$ cat src/rtl/regfile_pkg.sv
// regfile_pkg: shared constants, datapath typedefs and helper functions for the
// multi-port register file (regfile_mp) and its pending scoreboard.
//   DATA_WIDTH_DEF / ADDR_WIDTH_DEF : default register width and address width.
//   reg_addr_t / reg_data_t         : register address / data types at default sizes.
//   popcount()                      : number of set bits in a vector of up to
//                                     POPCOUNT_MAX_BITS bits (narrower vectors are
//                                     zero-padded by the caller).
package regfile_pkg;

    localparam int DATA_WIDTH_DEF    = 32;
    localparam int ADDR_WIDTH_DEF    = 5;

    // The popcount helper covers register files up to 256 entries (ADDR_WIDTH <= 8).
    localparam int POPCOUNT_MAX_BITS = 256;
    localparam int POPCOUNT_WIDTH    = 9;

    typedef logic [ADDR_WIDTH_DEF-1:0] reg_addr_t;
    typedef logic [DATA_WIDTH_DEF-1:0] reg_data_t;

    function automatic logic [POPCOUNT_WIDTH-1:0] popcount(
        input logic [POPCOUNT_MAX_BITS-1:0] vec
    );
        logic [POPCOUNT_WIDTH-1:0] count;
        count = {POPCOUNT_WIDTH{1'b0}};
        for (int b = 0; b < POPCOUNT_MAX_BITS; b++) begin
            count = count + {{(POPCOUNT_WIDTH-1){1'b0}}, vec[b]};
        end
        return count;
    endfunction

endpackage

$ cat src/rtl/regfile_mp_if.sv
// regfile_mp_if: decode/writeback-facing bus of the multi-port register file.
//   registerRead   : global read enable (0 forces every readValue to 0)
//   readAddress    : [READ_PORTS] read addresses
//   readValue      : [READ_PORTS] combinational read data (with write bypass)
//   readPending    : [READ_PORTS] addressed register still awaits its producer
//   registerWrite  : [WRITE_PORTS] per-port write enables (higher index wins)
//   writeAddress   : [WRITE_PORTS] write addresses
//   writeData      : [WRITE_PORTS] write data
//   reserveValid   : mark reserveAddress pending at the next edge
//   reserveAddress : register to reserve
//   pendingCount   : registered number of pending registers
// master = pipeline side driving requests, slave = the register file.
interface regfile_mp_if
    import regfile_pkg::*;
#(
    parameter int DATA_WIDTH  = DATA_WIDTH_DEF,
    parameter int ADDR_WIDTH  = ADDR_WIDTH_DEF,
    parameter int READ_PORTS  = 2,
    parameter int WRITE_PORTS = 2
);

    logic                                     registerRead;
    logic [READ_PORTS-1:0][ADDR_WIDTH-1:0]    readAddress;
    logic [READ_PORTS-1:0][DATA_WIDTH-1:0]    readValue;
    logic [READ_PORTS-1:0]                    readPending;
    logic [WRITE_PORTS-1:0]                   registerWrite;
    logic [WRITE_PORTS-1:0][ADDR_WIDTH-1:0]   writeAddress;
    logic [WRITE_PORTS-1:0][DATA_WIDTH-1:0]   writeData;
    logic                                     reserveValid;
    logic [ADDR_WIDTH-1:0]                    reserveAddress;
    logic [ADDR_WIDTH:0]                      pendingCount;

    modport master (
        output registerRead, readAddress, registerWrite, writeAddress, writeData,
               reserveValid, reserveAddress,
        input  readValue, readPending, pendingCount
    );

    modport slave (
        input  registerRead, readAddress, registerWrite, writeAddress, writeData,
               reserveValid, reserveAddress,
        output readValue, readPending, pendingCount
    );

endinterface

$ cat src/rtl/regfile_scoreboard.sv
// regfile_scoreboard: one pending bit per register for load-use hazard detection.
//   clk, rst       : clock, synchronous active-high reset
//   registerWrite  : [WRITE_PORTS] write enables (a write clears its address)
//   writeAddress   : [WRITE_PORTS] write addresses
//   reserveValid   : set the bit of reserveAddress (beats a same-cycle write)
//   reserveAddress : register being reserved
//   pending        : current pending vector, one bit per register
//   pendingCount   : registered popcount of the pending vector
module regfile_scoreboard
    import regfile_pkg::*;
#(
    parameter int ADDR_WIDTH  = ADDR_WIDTH_DEF,
    parameter int WRITE_PORTS = 2,
    parameter bit ZERO_REG    = 1'b1
) (
    input  logic                                   clk,
    input  logic                                   rst,
    input  logic [WRITE_PORTS-1:0]                 registerWrite,
    input  logic [WRITE_PORTS-1:0][ADDR_WIDTH-1:0] writeAddress,
    input  logic                                   reserveValid,
    input  logic [ADDR_WIDTH-1:0]                  reserveAddress,
    output logic [(32'd1 << ADDR_WIDTH)-1:0]       pending,
    output logic [ADDR_WIDTH:0]                    pendingCount
);

    localparam int DEPTH = 32'd1 << ADDR_WIDTH;

    logic [DEPTH-1:0]             pending_r;
    logic [DEPTH-1:0]             nextPending_s;
    logic [POPCOUNT_MAX_BITS-1:0] paddedPending_s;
    logic [ADDR_WIDTH:0]          nextCount_s;
    logic [ADDR_WIDTH:0]          pendingCount_r;

    // Next pending vector: a reserve sets, a write clears, reserve has priority
    // because it represents a newer producer than the one now retiring.
    always_comb begin
        nextPending_s = pending_r;
        for (int k = 0; k < DEPTH; k++) begin
            logic reserveHit;
            logic writeHit;
            reserveHit = reserveValid && (reserveAddress == ADDR_WIDTH'(k))
                         && !(ZERO_REG && (k == 0));
            writeHit   = 1'b0;
            for (int p = 0; p < WRITE_PORTS; p++) begin
                writeHit = writeHit | (registerWrite[p] && (writeAddress[p] == ADDR_WIDTH'(k)));
            end
            if (reserveHit) begin
                nextPending_s[k] = 1'b1;
            end else if (writeHit) begin
                nextPending_s[k] = 1'b0;
            end else begin
                nextPending_s[k] = pending_r[k];
            end
        end
    end

    // Count is taken from the next-state vector so it lands on the same edge.
    always_comb begin
        paddedPending_s = {POPCOUNT_MAX_BITS{1'b0}};
        paddedPending_s[DEPTH-1:0] = nextPending_s;
        nextCount_s = (ADDR_WIDTH+1)'(popcount(paddedPending_s));
    end

    // Pending bits and count registers with synchronous reset.
    always_ff @(posedge clk) begin
        if (rst) begin
            pending_r      <= {DEPTH{1'b0}};
            pendingCount_r <= {(ADDR_WIDTH+1){1'b0}};
        end else begin
            pending_r      <= nextPending_s;
            pendingCount_r <= nextCount_s;
        end
    end

    assign pending      = pending_r;
    assign pendingCount = pendingCount_r;

endmodule

$ cat src/rtl/regfile_mp.sv
// regfile_mp: parametrised multi-port register file with same-cycle write-to-read
// bypass and a pending scoreboard.
//   clk, rst : clock, synchronous active-high reset (clears array, pending, count)
//   bus      : regfile_mp_if slave port carrying read, write and reserve ports.
// Reads are combinational. An enabled write to the read address shows its data
// in the same cycle (highest-index write port wins); reset suppresses the bypass.
module regfile_mp
    import regfile_pkg::*;
#(
    parameter int DATA_WIDTH  = DATA_WIDTH_DEF,
    parameter int ADDR_WIDTH  = ADDR_WIDTH_DEF,
    parameter int READ_PORTS  = 2,
    parameter int WRITE_PORTS = 2,
    parameter bit ZERO_REG    = 1'b1
) (
    input  logic        clk,
    input  logic        rst,
    regfile_mp_if.slave bus
);

    localparam int DEPTH = 32'd1 << ADDR_WIDTH;

    logic [DATA_WIDTH-1:0]  regArray_r [DEPTH];
    logic [DEPTH-1:0]       pending_s;
    logic [WRITE_PORTS-1:0] writeEnable_s;
    logic [DATA_WIDTH-1:0]  readValue_s [READ_PORTS];
    logic                   readPending_s [READ_PORTS];

    function automatic logic isZeroReg(input logic [ADDR_WIDTH-1:0] addr);
        return ZERO_REG && (addr == {ADDR_WIDTH{1'b0}});
    endfunction

    // Writes to the hardwired zero register never reach the array.
    for (genvar p = 0; p < WRITE_PORTS; p++) begin : g_write
        assign writeEnable_s[p] = bus.registerWrite[p] && !isZeroReg(bus.writeAddress[p]);
    end

    // Register array: ports are applied in ascending order, so the last
    // (highest-index) non-blocking update to a shared address wins.
    always_ff @(posedge clk) begin
        if (rst) begin
            for (int k = 0; k < DEPTH; k++) begin
                regArray_r[k] <= {DATA_WIDTH{1'b0}};
            end
        end else begin
            for (int p = 0; p < WRITE_PORTS; p++) begin
                if (writeEnable_s[p]) begin
                    regArray_r[bus.writeAddress[p]] <= bus.writeData[p];
                end
            end
        end
    end

    regfile_scoreboard #(
        .ADDR_WIDTH  (ADDR_WIDTH),
        .WRITE_PORTS (WRITE_PORTS),
        .ZERO_REG    (ZERO_REG)
    ) u_scoreboard (
        .clk            (clk),
        .rst            (rst),
        .registerWrite  (bus.registerWrite),
        .writeAddress   (bus.writeAddress),
        .reserveValid   (bus.reserveValid),
        .reserveAddress (bus.reserveAddress),
        .pending        (pending_s),
        .pendingCount   (bus.pendingCount)
    );

    for (genvar i = 0; i < READ_PORTS; i++) begin : g_read
        logic                  bypassHit_s;
        logic [DATA_WIDTH-1:0] bypassData_s;
        logic [ADDR_WIDTH-1:0] addr_s;

        assign addr_s = bus.readAddress[i];

        // Bypass search: later (higher-index) matching ports override earlier ones.
        always_comb begin
            bypassHit_s  = 1'b0;
            bypassData_s = {DATA_WIDTH{1'b0}};
            for (int p = 0; p < WRITE_PORTS; p++) begin
                bypassData_s = (bus.registerWrite[p] && (bus.writeAddress[p] == addr_s))
                               ? bus.writeData[p] : bypassData_s;
                bypassHit_s  = bypassHit_s
                               | (bus.registerWrite[p] && (bus.writeAddress[p] == addr_s));
            end
        end

        assign readValue_s[i] = (!bus.registerRead || isZeroReg(addr_s)) ? {DATA_WIDTH{1'b0}}
                              : (bypassHit_s && !rst)                    ? bypassData_s
                              :                                            regArray_r[addr_s];

        // A producer writing back this cycle resolves the hazard already.
        assign readPending_s[i] = pending_s[addr_s] && !bypassHit_s && !isZeroReg(addr_s);
    end

    // Pack per-port results onto the bus.
    always_comb begin
        bus.readValue   = {(READ_PORTS*DATA_WIDTH){1'b0}};
        bus.readPending = {READ_PORTS{1'b0}};
        for (int i = 0; i < READ_PORTS; i++) begin
            bus.readValue[i]   = readValue_s[i];
            bus.readPending[i] = readPending_s[i];
        end
    end

endmodule

$ cat src/flat_wrapper.sv
// flat-port wrapper written by rule: the top's interface ports become plain ports
module regfile_mp_flat import regfile_pkg::*;
#(
    parameter int DATA_WIDTH  = DATA_WIDTH_DEF,
    parameter int ADDR_WIDTH  = ADDR_WIDTH_DEF,
    parameter int READ_PORTS  = 2,
    parameter int WRITE_PORTS = 2,
    parameter bit ZERO_REG    = 1'b1
)
  (clk, rst, bus_registerRead, bus_readAddress, bus_registerWrite, bus_writeAddress, bus_writeData, bus_reserveValid, bus_reserveAddress, bus_readValue, bus_readPending, bus_pendingCount);
  regfile_mp_if #(.DATA_WIDTH(DATA_WIDTH), .ADDR_WIDTH(ADDR_WIDTH), .READ_PORTS(READ_PORTS), .WRITE_PORTS(WRITE_PORTS)) bus_i ();
  input  logic clk;
  input  logic rst;
  input wire logic [$bits(bus_i.registerRead)-1:0] bus_registerRead;
  input wire logic [$bits(bus_i.readAddress)-1:0] bus_readAddress;
  input wire logic [$bits(bus_i.registerWrite)-1:0] bus_registerWrite;
  input wire logic [$bits(bus_i.writeAddress)-1:0] bus_writeAddress;
  input wire logic [$bits(bus_i.writeData)-1:0] bus_writeData;
  input wire logic [$bits(bus_i.reserveValid)-1:0] bus_reserveValid;
  input wire logic [$bits(bus_i.reserveAddress)-1:0] bus_reserveAddress;
  output wire logic [$bits(bus_i.readValue)-1:0] bus_readValue;
  output wire logic [$bits(bus_i.readPending)-1:0] bus_readPending;
  output wire logic [$bits(bus_i.pendingCount)-1:0] bus_pendingCount;
  assign bus_i.registerRead = bus_registerRead;
  assign bus_i.readAddress = bus_readAddress;
  assign bus_i.registerWrite = bus_registerWrite;
  assign bus_i.writeAddress = bus_writeAddress;
  assign bus_i.writeData = bus_writeData;
  assign bus_i.reserveValid = bus_reserveValid;
  assign bus_i.reserveAddress = bus_reserveAddress;
  assign bus_readValue = bus_i.readValue;
  assign bus_readPending = bus_i.readPending;
  assign bus_pendingCount = bus_i.pendingCount;
  regfile_mp #(.DATA_WIDTH(DATA_WIDTH), .ADDR_WIDTH(ADDR_WIDTH), .READ_PORTS(READ_PORTS), .WRITE_PORTS(WRITE_PORTS), .ZERO_REG(ZERO_REG)) u_core (.clk(clk), .rst(rst), .bus(bus_i));
endmodule
$ cat config.mk
export PLATFORM = sky130hd
export DESIGN_NAME = regfile_mp_flat
export DESIGN_NICKNAME = d
export VERILOG_FILES = /design/src/rtl/regfile_pkg.sv /design/src/rtl/regfile_mp_if.sv /design/src/rtl/regfile_scoreboard.sv /design/src/rtl/regfile_mp.sv /design/src/flat_wrapper.sv
export SDC_FILE = /design/constraint.sdc
export NUM_CORES = 2
export LEC_CHECK = 0
export BUFFER_PORTS_ARGS = -buffer_cell sky130_fd_sc_hd__buf_2
export CAP_MARGIN = 20
export CELL_PAD_IN_SITES_DETAIL_PLACEMENT = 1
export CELL_PAD_IN_SITES_GLOBAL_PLACEMENT = 2
export CORE_AREA = 2 2 470 472
export CTS_CLUSTER_SIZE = 40
export DETAILED_ROUTE_END_ITERATION = 16
export DIE_AREA = 0 0 472 474
export HOLD_SLACK_MARGIN = 0.05
export PLACE_DENSITY = 0.64
export SYNTH_ARGS = -nofsm -noshare
export SYNTH_HDL_FRONTEND = slang
export SYNTH_SLANG_ARGS = --single-unit
$ cat constraint.sdc
create_clock -name clk -period 8 [get_ports clk]
set_clock_uncertainty 0.15 [all_clocks]
set_input_delay 0.8 -clock clk [delete_from_list [all_inputs] [get_ports clk]]
set_output_delay 0.8 -clock clk [all_outputs]
set_load 0.01 [all_outputs]
# Yosys cells after proc, flatten, opt, wreduce, memory -nomap -nowiden
# Memories as Yosys holds them, arrays and structs flattened.
# Index checks and enable logic that the tools add are counted.
classes:
  add_sub_neg: 31
  n_lt_le_gt_ge: 2
  eq_ne: 97
  muxes: 89
  bitwise_logic: 34
  reduce_logical: 123
ops:
  columns: ["cell", "n"]
  rows:
  - ["$mux W32", 10]
  - ["$eq A5 B5 Y1 const B", 48]
  - ["$add A6 B1 Y6", 26]
  - ["$eq A5 B4 Y1 const B", 24]
  - ["$logic_and A1 B1 Y1", 107]
  - ["$mux W1", 75]
  - ["$reduce_or A32 Y1", 2]
  - ["$eq A5 B3 Y1 const B", 12]
  - ["$or A1 B1 Y1", 34]
  - ["$eq A5 B2 Y1 const B", 6]
  - ["$eq A5 B5 Y1", 4]
  - ["$logic_not A5 Y1", 4]
  - ["$eq A5 B1 Y1 const B", 3]
  - ["$lt A5 B6 Y1 const B", 2]
  - ["$bmux W1 S5", 2]
  - ["$mux W5", 2]
  - ["$logic_not A1 Y1", 8]
  - ["$add A5 B1 Y6", 1]
  - ["$add A4 B1 Y5", 1]
  - ["$add A3 B1 Y4", 1]
  - ["$add A2 B1 Y3", 1]
  - ["$add A1 B1 Y2", 1]
  - ["$logic_or A1 B1 Y1", 2]
totals:
  reg_bits: 38
  ramBits: 1024
  inputBits: 95
  output_inout_bits: 72
  memories: 1
mem_list:
  columns: ["name", "depth", "word_bits", "rd", "rd_ports_with_merged_regs", "write_ports", "line_no", "rtl"]
  rows:
  - ["u_core.regArray_r", 32, 32, 2, 0, 32, "regfile_mp.sv:23", "logic [DATA_WIDTH-1:0] regArray_r [DEPTH];"]

# Depth between registers and ports, before layout
depth:
  word_depth: 36
  depth_mapped: 22

# Cells and area by module
# A second synthesis with hierarchy kept.
unflattened:
  hier_cells: 5547
  area_unflattened_um2: 65260.1
modules_own_cells:
  columns: ["mod", "n_inst", "cells_each", "area_each_um2", "seq_area_each_um2"]
  rows:
  - ["regfile_mp", 1, 5245, 62515.0, 30749.5]
  - ["regfile_scoreboard", 1, 302, 2745.1, 760.7]

# Least setup slack after synthesis
# Ideal clock, no wire load.
synth_path:
  path_type: "input to register"
  from: "input port bus_writeAddress[3]"
  to: "register u_core.u_scoreboard.pendingCount_r[4] (netlist: u_core.u_scoreboard.pendingCount[4])"
  arrival_time_ns: 6.167
  required_ns: 7.722
  slack_ns: 1.556
  stages: 21
  n_path_buf: 2
  path_cell_list: "buf_2 > nor2b_1 > and2_1 > clkbuf_1 > a22oi_1 > a22oi_1 > fa_1 > fa_1 > fa_1 > inv_1 > fa_1 > fa_1 > inv_1 > fa_1 > inv_1 > ha_1 > fa_1 > a21o_1 > a21oi_1 > xor2_1 > nor2_1"
synth_between:
  elab_chain_cells: 36
  elab_cells_between_ends: 190
  cone_classes: "add/sub: 31; eq/ne: 31; mux: 63; bitwise: 32; reduce/logical: 33"
synth_rtl:
  columns: ["item", "line_no", "rtl"]
  rows:
  - ["start: declaration", "flat_wrapper.sv:17", "input wire logic [$bits(bus_i.writeAddress)-1:0] bus_writeAddress;"]
  - ["$eq A5 B1 Y1", "regfile_scoreboard.sv:45", "writeHit = writeHit | (registerWrite[p] && (writeAddress[p] == ADDR_WIDTH'(k)));"]
  - ["$logic_and A1 B1 Y1", "regfile_scoreboard.sv:45", null]
  - ["$or A1 B1 Y1", "regfile_scoreboard.sv:45", null]
  - ["$mux W1", "regfile_scoreboard.sv:49", "end else if (writeHit) begin"]
  - ["$mux W1", "regfile_scoreboard.sv:47", "if (reserveHit) begin"]
  - ["$add A1 B1 Y2", "regfile_pkg.sv:26", "count = count + {{(POPCOUNT_WIDTH-1){1'b0}}, vec[b]};"]
  - ["$add A2 B1 Y3", "regfile_pkg.sv:26", null]
  - ["$add A3 B1 Y4", "regfile_pkg.sv:26", null]
  - ["$add A4 B1 Y5", "regfile_pkg.sv:26", null]
  - ["$add A5 B1 Y6", "regfile_pkg.sv:26", null]
  - ["$add A6 B1 Y6 (25 in a row)", "regfile_pkg.sv:26", null]
  - ["$add A6 B1 Y6 *", "regfile_pkg.sv:26", null]
  - ["end signal: assignment", "regfile_scoreboard.sv:68", "pendingCount_r <= {(ADDR_WIDTH+1){1'b0}};"]
  - ["end signal: assignment", "regfile_scoreboard.sv:71", "pendingCount_r <= nextCount_s;"]
  - ["end: declaration", "regfile_scoreboard.sv:32", "logic [ADDR_WIDTH:0] pendingCount_r;"]
# Mark *: on every way between the ends. The rest lies on a longest branch, timed or not.
# A chain may end at the register's enable or synchronous reset.

# Worst setup path after layout
# Ends and elaborated chain as after synthesis.

==> flow_summary.ini <==
[outcome]
outcome = finished, final reports clean

[global_routing]
grt_overflow = 0
antenna_found_initial = 22
grt_pass1_vias = 50000
grt_max_degree = 113
grtUsageTotal = 0.274
grt_pass1_wl_um = 426000

[drt]
dr.pass1.iters = 6
wl_per_cell_um = 42.8
wirelength_um = 315000
drtIter0Drc = 7412
via_count = 50200
remaining_drc_errors = 0
ant_nets = 0
viasPerCell = 6.81

[place]
placed_area_sq_mm = 0.0670
portBuffers = 166
gp_congestion = 0.870
dp_hpwl_um = 186000

[min_path]
min_path_type = in2reg

[setup_path]
cp.required_ns = 8.50
max_stage_delay_ns = 0.55
critPathArrivalTime_ns = 6.82
cp_slowest_cell = fa_1
crit_family = adder cells
path_class = in2reg
crit_path_frequent_cell = fa_1
endpoint_kind = flop
cp_max_fo = 14
crit_chain = buf_2 > nor2b_1 > and2_1 > a22oi_1 > a22oi_1 > fa_1 > fa_1 > fa_1 > inv_1 > fa_1 > fa_1 > inv_1 > fa_1 > inv_1 > ha_1 > fa_1 > a21o_1 > a21oi_1 > xor2_1 > nor2_1
start_kind = input pin
worst-path-buf-inv = 4

[timing]
layout_min_cycle_time_ns = 6.32
maxSlewViolCount = 0
finalHoldViolCount = 0
max_freq_mhz = 158
setup_viol = 0
rsz0062_at_grt = no
maxSlewHeadroom = 0.189
min_period_over_period = 0.790
tightest_slew_ns = 1.21
hold_slack_ns = 0.266
finalSetupTns_ns = 0

[pwr]
seq_power_share = 0.451
peakVddDrop_uv = 233
swShare = 0.279
clock_power_share = 0.408
p_sw_mw = 4.08
power.density_mw_per_mm2 = 205
internal-power_mw = 10.6
power_frac_comb = 0.141
p_leak_nw = 24.2

[cts]
cts.sinks = 1062
htreeDepth = 4
post_cts_buffers = 0
cts_tree = yes
clk_pin_slew_ns = 0.07
cts_hold_buffers = 0
numCtsBuffers = 131
clock_latency_ns = 0.80
cts.path.max_buffers = 3
clock-root-buffer = clkbuf_16
cts_resized = 0

[yosys]
ys_seq_elements = 1062
synth_ff_type = edfxtp_1
synth.avg_cell_area_sq_um = 13.9
synth_edf_count = 1024
synthCells = 4562
synth-seq-area-share = 0.499
synthArstFlopShare = 0
synth_area_sq_mm = 0.0632
yosysWarningCount = 0
synth_cell_types = 69

[run]
cap_viol_max_count = 0

[finish]
fin_area_sq_mm = 0.0712
area_growth_pct = 12.7
layout_common_cells = a22o_1 (1088), edfxtp_1 (1024), mux4_2 (445), mux2i_1 (231), buf_4 (190)
layout_commonest_cell = a22o_1
num-fill-cells = 22800
final_nets = 4513
drive_gt1_frac = 0.252

[floorplan]
num_rows = 172
start_util = 0.289
core-area_sq_mm = 0.219
dieHeight_um = 474
ioPinCount = 167
die_x_um = 472
dieArea_sq_mm = 0.224
==> layer usage <==
metal | share of wire | global-route usage | up-vias
met5 | 0.00019 | 0 | -
met4 | 0.050 | 0.121 | 8
met3 | 0.12 | 0.0782 | 751
met2 | 0.44 | 0.415 | 3726
met1 | 0.39 | 0.363 | 27000
li1 | - | - | 18700
==> power by group through the flow <==
stage	Combinational, mW	Clock, mW	Sequential (mW)
after floorplan	1.24	0	6.64
final	2.06	5.97	6.60
after global placement	2.00	0	6.68
after CTS	2.02	6.00	6.59
after detailed placement	2.02	0	6.71
after global routing	2.12	6.20	6.63
==> flip-flops by register name, indices dropped and copies added (netlist names) <==
signal,cells
u_core.u_scoreboard.pendingCount,6
u_core.regArray_r,1024
u_core.u_scoreboard.pending,32
==> final cells by class <==
| class | instances | area, sq um | area share |
|---|---|---|---|
| repair buffers | 365 | 2460 | 0.0346 |
| multi-input cells | 2792 | 29400 | 0.412 |
| clock buffers | 168 | 3580 | 0.0503 |
| well taps | 2871 | 3590 | 0.0504 |
| clock inverters | 63 | 558 | 0.00783 |
| diodes | 13 | 32.5 | 0.000457 |
| inverters | 35 | 133 | 0.00186 |
| flip-flops and latches | 1062 | 31500 | 0.442 |
==> synthesized netlist by cell type, types with 6 or more instances <==
master     count  area (sq um)
a211oi_1      42           315
nor3_1       105           526
or4_1         43           323
buf_1         69           259
ha_1           7          87.6
o21a_1        20           150
and2_1        17           106
edfxtp_1    1024         30700
mux2i_1      231          2310
nor2_1       104           390
a311oi_1       9          78.8
clkbuf_1     485          1820
or3_1          6          37.5
fa_1          24           480
a32o_1        12           120
o211a_1       21           210
buf_2        101           505
a22oi_1      102           766
xnor2_1       11          96.3
a221oi_1      48           420
a22o_1      1088          9530
a2111oi_0      8          70.1
mux2_2        11           124
dfxtp_1       38           761
nor4_1        10          62.6
nand3_1       54           270
nand2b_1      15          93.8
and3_1         8          50.1
nor2b_1       48           300
o22ai_1       31           194
a211o_1       16           140
nand2_1       92           345
buf_4         32           240
xor2_1        11          96.3
o21ai_0       52           260
o211ai_1      22           165
mux4_2       445         10000
inv_1         34           128
buf_6         14           158
==> path summary, 6_finish.rpt <==
path	startpoint	end	slack (ns)	cells after the start
max	bus_writeAddress[3]	u_core.u_scoreboard.pendingCount[4]	1.68	20
min	rst	u_core.u_scoreboard.pending[2]	0.27	2
min reg2reg	u_core.u_scoreboard.pending[0]	u_core.u_scoreboard.pending[0]	0.38	2
max reg2reg	u_core.u_scoreboard.pending[17]	u_core.u_scoreboard.pendingCount[4]	2.63	17
==> kinds of logic after synthesis <==
group,share of synthesized area
multiplexers,0.197
AND/OR/NAND/NOR,0.0426
XOR/XNOR,0.00305
buffers and inverters,0.0496
other,0.0000593
AO/OA/AOI/OAI,0.200
adder cells (fa/ha/maj),0.00899
flip-flops,0.499
==> stage by stage <==
step | power [mW] | worst slack (ns) | std cells | utilization
finish | 14.6 | 1.68 | 7369 | 0.326
global route | 15.0 | 1.41 | 7361 | 0.326
CTS | 14.6 | 1.72 | 7354 | 0.326
detailed placement | 8.73 | 0.902 | 7123 | 0.307
global placement | 8.68 | 0.908 | 7119 | 0.306
floorplan | 7.88 | 1.56 | 4593 | -
No activity file was read; power rests on OpenSTA's default activity.
